File: src/rtl/mycpu_pkg.sv
// Shared CPU definitions: function-select encoding, register-address type,
// and a small helper used by the R0-hardwired-zero option (OF_R0_ZERO_EN).
package mycpu_pkg;

    localparam int REG_AW = 3;

    typedef logic [REG_AW-1:0] reg_t;

    typedef enum logic [3:0] {
        FMOVA = 4'd0,
        FINC  = 4'd1,
        FADD  = 4'd2,
        FADDC = 4'd3,
        FSUB  = 4'd4,
        FDEC  = 4'd5,
        FAND  = 4'd6,
        FOR   = 4'd7,
        FXOR  = 4'd8,
        FNOT  = 4'd9,
        FMOVB = 4'd10,
        FSHR  = 4'd11,
        FSHL  = 4'd12
    } fs_t;

    // True when the address names R0.
    function automatic logic is_r0(input reg_t r);
        return (r == {REG_AW{1'b0}});
    endfunction

endpackage

File: src/rtl/of_regfile.sv
// Register file with one write port and two combinational read ports.
// A read of the register being written this cycle returns the write data.
// Macro OF_R0_ZERO_EN: R0 reads as zero and ignores writes.
module of_regfile
    import mycpu_pkg::*;
#(
    parameter int NREGS = 8,
    parameter int DW    = 16
) (
    input  logic          clk,
    input  logic          rst_n,
    input  reg_t          ra_a_in,
    input  reg_t          ra_b_in,
    output logic [DW-1:0] rd_a_out,
    output logic [DW-1:0] rd_b_out,
    input  logic          we_in,
    input  reg_t          wa_in,
    input  logic [DW-1:0] wd_in
);

`ifdef OF_R0_ZERO_EN
    localparam logic R0_ZERO = 1'b1;
`else
    localparam logic R0_ZERO = 1'b0;
`endif

    logic [DW-1:0] regs_q [NREGS];
    logic [DW-1:0] regs_d [NREGS];
    logic          we_s;

    // Next-state of the storage array: write the addressed entry on a strobe.
    always_comb begin
        regs_d = regs_q;
        we_s   = we_in & ~(R0_ZERO & is_r0(wa_in));
        if (we_s) begin
            regs_d[wa_in] = wd_in;
        end else begin
            regs_d[wa_in] = regs_q[wa_in];
        end
    end

    // Storage flops, cleared by reset.
    always_ff @(posedge clk or negedge rst_n) begin
        if (!rst_n) begin
            for (int i = 0; i < NREGS; i++) begin
                regs_q[i] <= {DW{1'b0}};
            end
        end else begin
            regs_q <= regs_d;
        end
    end

    // Read port A with write-back bypass; hardwired R0 has top priority.
    always_comb begin
        rd_a_out = regs_q[ra_a_in];
        if (R0_ZERO && is_r0(ra_a_in)) begin
            rd_a_out = {DW{1'b0}};
        end else if (we_in && (wa_in == ra_a_in)) begin
            rd_a_out = wd_in;
        end else begin
            rd_a_out = regs_q[ra_a_in];
        end
    end

    // Read port B with write-back bypass; hardwired R0 has top priority.
    always_comb begin
        rd_b_out = regs_q[ra_b_in];
        if (R0_ZERO && is_r0(ra_b_in)) begin
            rd_b_out = {DW{1'b0}};
        end else if (we_in && (wa_in == ra_b_in)) begin
            rd_b_out = wd_in;
        end else begin
            rd_b_out = regs_q[ra_b_in];
        end
    end

endmodule

File: src/rtl/of_stage.sv
// Operand-fetch stage: register file read, busy-bit scoreboard for RAW/WAW
// hazards, and the single pipeline register feeding the function unit.
// Macro OF_R0_ZERO_EN: R0 is hardwired to zero and never marked busy.
module of_stage
    import mycpu_pkg::*;
#(
    parameter int NREGS = 8,
    parameter int DW    = 16
) (
    input  logic          clk,
    input  logic          rst_n,
    input  logic          id_valid_in,
    output logic          id_ready_out,
    input  reg_t          aa_in,
    input  reg_t          ba_in,
    input  logic          mb_in,
    input  logic [DW-1:0] const_in,
    input  fs_t           fs_in,
    input  logic          rw_in,
    input  reg_t          da_in,
    output logic          fu_valid_out,
    input  logic          fu_ready_in,
    output logic [DW-1:0] a_out,
    output logic [DW-1:0] b_out,
    output fs_t           fs_out,
    output logic          rw_out,
    output reg_t          da_out,
    input  logic          wb_en_in,
    input  reg_t          wb_addr_in,
    input  logic [DW-1:0] wb_data_in
);

`ifdef OF_R0_ZERO_EN
    localparam logic R0_ZERO = 1'b1;
`else
    localparam logic R0_ZERO = 1'b0;
`endif

    logic [DW-1:0]    rd_a_s, rd_b_s;
    logic [NREGS-1:0] busy_q, busy_d;
    logic             valid_q, valid_d;
    logic [DW-1:0]    a_q, a_d, b_q, b_d;
    fs_t              fs_q, fs_d;
    logic             rw_q, rw_d;
    reg_t             da_q, da_d;
    logic             raw_a_s, raw_b_s, waw_s, hazard_s, ready_s, accept_s;

    of_regfile #(.NREGS(NREGS), .DW(DW)) u_regfile (
        .clk      (clk),
        .rst_n    (rst_n),
        .ra_a_in  (aa_in),
        .ra_b_in  (ba_in),
        .rd_a_out (rd_a_s),
        .rd_b_out (rd_b_s),
        .we_in    (wb_en_in),
        .wa_in    (wb_addr_in),
        .wd_in    (wb_data_in)
    );

    // Hazard detection and handshake; a write-back in flight resolves RAW but not WAW.
    always_comb begin
        raw_a_s  = busy_q[aa_in] & ~(wb_en_in & (wb_addr_in == aa_in));
        raw_b_s  = ~mb_in & busy_q[ba_in] & ~(wb_en_in & (wb_addr_in == ba_in));
        waw_s    = rw_in & busy_q[da_in];
        hazard_s = raw_a_s | raw_b_s | waw_s;
        ready_s  = (~valid_q | fu_ready_in) & ~hazard_s;
        accept_s = id_valid_in & ready_s;
    end

    // Scoreboard next state: write-back clears, an accepted writer sets (set wins).
    always_comb begin
        busy_d = busy_q;
        if (wb_en_in) begin
            busy_d[wb_addr_in] = 1'b0;
        end else begin
            busy_d[wb_addr_in] = busy_q[wb_addr_in];
        end
        if (accept_s && rw_in && !(R0_ZERO && is_r0(da_in))) begin
            busy_d[da_in] = 1'b1;
        end else begin
            busy_d[da_in] = busy_d[da_in];
        end
    end

    // Pipeline register next state: load on accept, drop valid once consumed.
    always_comb begin
        a_d     = a_q;
        b_d     = b_q;
        fs_d    = fs_q;
        rw_d    = rw_q;
        da_d    = da_q;
        valid_d = valid_q;
        if (accept_s) begin
            a_d     = rd_a_s;
            b_d     = mb_in ? const_in : rd_b_s;
            fs_d    = fs_in;
            rw_d    = rw_in;
            da_d    = da_in;
            valid_d = 1'b1;
        end else if (fu_ready_in) begin
            valid_d = 1'b0;
        end else begin
            valid_d = valid_q;
        end
    end

    // State flops for scoreboard and pipeline register.
    always_ff @(posedge clk or negedge rst_n) begin
        if (!rst_n) begin
            busy_q  <= {NREGS{1'b0}};
            valid_q <= 1'b0;
            a_q     <= {DW{1'b0}};
            b_q     <= {DW{1'b0}};
            fs_q    <= FMOVA;
            rw_q    <= 1'b0;
            da_q    <= {REG_AW{1'b0}};
        end else begin
            busy_q  <= busy_d;
            valid_q <= valid_d;
            a_q     <= a_d;
            b_q     <= b_d;
            fs_q    <= fs_d;
            rw_q    <= rw_d;
            da_q    <= da_d;
        end
    end

    assign id_ready_out = ready_s;
    assign fu_valid_out = valid_q;
    assign a_out        = a_q;
    assign b_out        = b_q;
    assign fs_out       = fs_q;
    assign rw_out       = rw_q;
    assign da_out       = da_q;

endmodule

File: config.mk
export PLATFORM = sky130hd
export DESIGN_NAME = of_stage
export DESIGN_NICKNAME = d
export VERILOG_FILES = /design/src/rtl/mycpu_pkg.sv /design/src/rtl/of_regfile.sv /design/src/rtl/of_stage.sv
export SDC_FILE = /design/constraint.sdc
export NUM_CORES = 1
export LEC_CHECK = 0
export ABC_CLOCK_PERIOD_IN_PS = 3400
export BUFFER_PORTS_ARGS = -buffer_cell sky130_fd_sc_hd__buf_2
export CORE_ASPECT_RATIO = 1.2
export CORE_MARGIN = 1
export CORE_UTILIZATION = 50
export CTS_CLUSTER_DIAMETER = 30
export CTS_CLUSTER_SIZE = 8
export DETAILED_ROUTE_END_ITERATION = 7
export PLACE_DENSITY = 0.67
export SLEW_MARGIN = 20
export SYNTH_ARGS = -nofsm -noshare
export SYNTH_HDL_FRONTEND = slang
export SYNTH_HIERARCHICAL = 1
export SYNTH_SLANG_ARGS = --single-unit
File: constraint.sdc
create_clock -name clk -period 3.4 [get_ports clk]
set_input_delay 0.68 -clock clk [delete_from_list [all_inputs] [get_ports clk]]
set_output_delay 0.68 -clock clk [all_outputs]
set_load 0.02 [all_outputs]
Yosys cells after proc, flatten, opt, wreduce, memory -nomap -nowiden
Cells that the tools add are included.
Widths: inputs -> output; s select.
{ "totals": {"regBits": 177, "out_inout_bits": 42} }
{ "classes": {"n_lt_le_gt_ge": 10, "eq_ne": 2, "mux": 37, "bitwise": 22, "reduce_logical": 7} }
{ "ops": {"columns": ["op", "n"], "rows": [
  ["$bwmux 128", 2],
  ["$mux 16", 10],
  ["$bmux 16 s3", 3],
  ["$mux 128", 1],
  ["$demux 16 s3", 1],
  ["$bwmux 8", 2],
  ["$lt 3x4->1 const B", 4],
  ["$mux 8", 2],
  ["$bmux 1 s3", 5],
  ["$ge 4x4->1 const B", 3],
  ["$not 3->4", 3],
  ["$mux 1", 9],
  ["$and 1x1->1", 8],
  ["$and 8x8->8", 1],
  ["$not 8->8", 1],
  ["$or 8x8->8", 1],
  ["$demux 1 s3", 2],
  ["$eq 3x3->1", 2],
  ["$ge 3x1->1 const B", 2],
  ["$logic_and 1x1->1", 6],
  ["$not 1->1", 5],
  ["$lt 4x1->1 const B", 1],
  ["$or 1x1->1", 3],
  ["$reduce_bool 2->1", 1]
]} }

Depth between registers and ports, before layout
{ "logic_depth": {"depth_word": 11, "ltp_mapped": 10} }

Cells and area by module
Netlist, hierarchy kept.
{ "by_module_without_submodules": {"columns": ["mod", "instances", "cells_each", "area_each_um2", "seq_area_each_um2"], "rows": [
  ["of_regfile", 1, 828, 8578.2, 3203.1],
  ["of_stage", 1, 215, 2882.8, 1226.2]
]} }

Least setup slack after synthesis
No wires, ideal clock.
{ "synth_path": {"path_kind": "input to output", "from": "input port ba_in[1]", "to": "output port id_ready_out", "arrival_time_ns": 2.079, "required_time_ns": 2.720, "path_slack_ns": 0.641, "cell_stages": 6, "n_path_buf": 1, "path_cell_list": "buf_6 > and2b_2 > a2111oi_0 > a311oi_1 > a311oi_2 > and2_2"} }
{ "synth_via": {"elab_chain_len": 8, "elab_cells_between_ends": 11} }
{ "synth_lines": {"columns": ["element", "line", "rtl"], "rows": [
  ["from (decl)", "of_stage.sv:15", "input reg_t ba_in,"],
  ["$bmux 1 s3 / $eq 3x3->1 (equally long branches)", "of_stage.sv:63", "raw_b_s = ~mb_in & busy_q[ba_in] & ~(wb_en_in & (wb_addr_in == ba_in));"],
  ["$mux 1 (not written as such) / $and 1x1->1 (equally long branches)", "of_stage.sv:63", null],
  ["$and 1x1->1 / $not 1->1 (equally long branches)", "of_stage.sv:63", null],
  ["$and 1x1->1 *", "of_stage.sv:63", null],
  ["$or 1x1->1 * (2 in a row)", "of_stage.sv:65", "hazard_s = raw_a_s | raw_b_s | waw_s;"],
  ["$not 1->1 *", "of_stage.sv:66", "ready_s = (~valid_q | fu_ready_in) & ~hazard_s;"],
  ["$and 1x1->1 *", "of_stage.sv:66", null],
  ["to (decl)", "of_stage.sv:13", "output logic id_ready_out,"]
]} }
Mark *: on every way between the ends. The rest lies on a longest branch, timed or not. The select of a mux whose other input is x is not followed.

Worst setup path in the final report
{ "layout_path": {"from": "register busy_q[3]", "to": "output port id_ready_out"} }
{ "layout_via": {"elab_chain_len": 8, "elab_cells_between_ends": 14} }
{ "layout_lines": {"columns": ["element", "line", "rtl"], "rows": [
  ["from (decl)", "of_stage.sv:40", "logic [NREGS-1:0] busy_q, busy_d;"],
  ["from (signal assigned)", "of_stage.sv:110", "busy_q <= {NREGS{1'b0}};"],
  ["from (signal assigned)", "of_stage.sv:118", "busy_q <= busy_d;"],
  ["$bmux 1 s3", "of_stage.sv:63", null],
  ["$mux 1 (not written as such)", "of_stage.sv:63", null],
  ["$and 1x1->1 (2 in a row)", "of_stage.sv:63", null],
  ["$or 1x1->1", "of_stage.sv:65", null],
  ["$or 1x1->1 *", "of_stage.sv:65", null],
  ["$not 1->1 *", "of_stage.sv:66", null],
  ["$and 1x1->1 *", "of_stage.sv:66", null]
]} }
Marks and branches as above.

==> impl_metrics.tcl <==
set metrics [dict create \
    outcome "completed" \
    cts_tree "done" \
    max_cap_viol_count 0 \
    critPathArrivalTime_ns 2.45 \
    report.final.setup_viol 0 \
    fin_nets 1160 \
    ios 97 \
    die_h_microns 168 \
    crit_fanout 6 \
    synth_area_sq_mm 0.0115 \
    path_clk_slew_ns 0.07 \
    die_width_microns 140 \
    slew_viol_final 0 \
    top_layer "met4" \
    ant_nets 0 \
    die-area_sq_mm 0.0235 \
    path_class "flop to primary output" \
    startpoint "busy_q[3]" \
    end_kind "primary output" \
    r2r_cells 6 \
    worstSetupStartpointType "flop" \
    cts_buffers 17 \
    ys_seq_area_frac 0.386 \
    dp.cells 1365 \
    io_buffer_count 96 \
    synth_cells 1043 \
    peakVddDrop_v 0.000255 \
    ys_async_sr_fraction 1.00 \
    antenna_found_initial 1 \
    rrSetupSlack_ns 0.81 \
    clk_path_buf_depth 2 \
    cts_root_buffer "clkbuf_16" \
    yosys.area.top_type_share 0.386 \
    postPlaceCellArea_sq_mm 0.0122 \
    whs_ns 0.222 \
    synth_nets 1098 \
    floorplan.initialDensity 0.511 \
    first_pass_iters 7 \
    hold_viol 0 \
    synth_common_cells "dfrtp_1, nand2_1, mux2i_1" \
    area.growth.synth_to_final_pct 11.6 \
    period_share 0.919 \
    synth_edf_count 0 \
    drc 0 \
    rsz0062_at_grt "no" \
    synthMostInstantiatedCell "dfrtp_1" \
    dr_wl_met3_microns 1850 \
    r2r_start "busy_q[3]" \
    via_per_inst 6.32 \
    post-route-min-period_ns 3.13 \
    tns_ns 0 \
    m1WireLength_microns 13700 \
    yosysUniqueCellTypes 77 \
    critPathMaxStageDelay_ns 0.48 \
    grt_max_degree 65 \
    cts.sink_count 177 \
    synth_warnings 6 \
    drt_first_iter_violations 649 \
    crit_family "compound AO/OA/AOI/OAI gates" \
    cts_resized 0 \
    worst_pin_slew_ns 0.904 \
    p_leak_nw 5.67 \
    htreeDepth 4 \
    power_mw 7.81 \
    synth.top_cells.by_area "dfrtp_1, mux4_2, mux2i_1" \
    grt_pass1_vias 8771 \
    wl_met2_microns 14700 \
    grtUsageTotal 0.272 \
    r2r-end "a_out[11]" \
    gr-total-overflow 0 \
    clock.fmax_ghz 0.320 \
    synth_flop_cell "dfrtp_1" \
    grt_pass1_wl_microns 49000 \
    ys_ff_latch 177 \
    finalClockSkew_ns 0.00935 \
    cp_cell_sequence "mux4_2, o2111a_1, a311oi_2, and2_2, buf_2" \
    place.gp.congestion 0.826 \
    post_cts_buffers 0 \
    cts_hold_buf 0 \
    final_area_sq_mm 0.0128 \
    path_buf_inv 1 \
    powerDensity_mw_per_mm2 611 \
    row_count 60 \
    slowest_stage "mux4_2" \
    syn_area_per_cell_sq_um 11.0 \
    vias 8832 \
    wl_per_cell_microns 22.2 \
    synth_largest_area_cell "dfrtp_1" \
    drive_above_1_share 0.297 \
    place_hpwl_microns 21000 \
    core_area_sq_mm 0.0224 \
    stdcell_count 1397 \
    max_slew_margin 0.394 \
    holdCritPathClass "input port to asynchronous set/reset pin" \
    clock_latency_ns 0.44 \
    antenna-diode-count 0 \
    required_ns 2.72 \
    routed_wl_microns 31000 \
]
## per-layer routing
| layer | vias to the layer above | track usage |
|---|---|---|
| li1 | 4043 | - |
| met4 | 0 | 0.108 |
| met2 | 329 | 0.439 |
| met5 | - | 0 |
| met1 | 4405 | 0.372 |
| met3 | 55 | 0.0373 |
## where the power goes
group	switching, mW	internal (mW)	leakage, nW
logic	1.33	1.35	3.20
registers	0.502	2.67	2.19
clock network	0.920	1.04	0.277
## metrics by stage
step	util	setup WS (ns)
final	0.570	0.274
after global routing	0.570	0.139
after global placement	0.544	0.300
after CTS	0.570	0.268
after detailed placement	0.544	0.285
after floorplan	-	0.641
## layout by cell type, fill, tap and decap left out, drive strengths merged, types with 25 or more instances in the layout
master and n:
dfrtp 177, mux2 66, inv 25, nor2 59, a21oi 53, mux2i 81, o31ai 74, buf 137
nand2 134, mux4 72, o21ai 55
## worst max-delay path by stage
stage / slack (ns) / endpoint / cells past startpoint
6_report: 0.27 / id_ready_out / 5
5_1_grt: 0.14 / id_ready_out / 6
4_1_cts: 0.27 / id_ready_out / 5
3_5_place_dp: 0.28 / id_ready_out / 6
3_3_place_gp: 0.30 / id_ready_out / 6
2_1_floorplan: 0.64 / id_ready_out / 6
## state kept, by name, indices dropped and copies added (netlist names)
| signal | cells |
|---|---|
| u_regfile/regs_q | 128 |
| fs_out | 4 |
| a_out | 16 |
| b_out | 16 |
| fu_valid_out | 1 |
| da_out | 3 |
| rw_out | 1 |
| busy_q | 8 |
## cell families after synthesis
logic type / share of synthesized area
simple gates: 0.121
compound gates: 0.142
mux: 0.290
flops: 0.386
buf+inv: 0.0497
xor+xnor: 0.0115
## layout make-up
class,instances,area (sq um)
tap,279,349
sequential,177,4430
timing repair buffer,137,910
inverter,16,60.1
clock inverter,13,143
fill,1886,9660
clock buffer,19,433
multi-input combinational,756,6460
No activity file was read; power rests on OpenSTA's default activity.
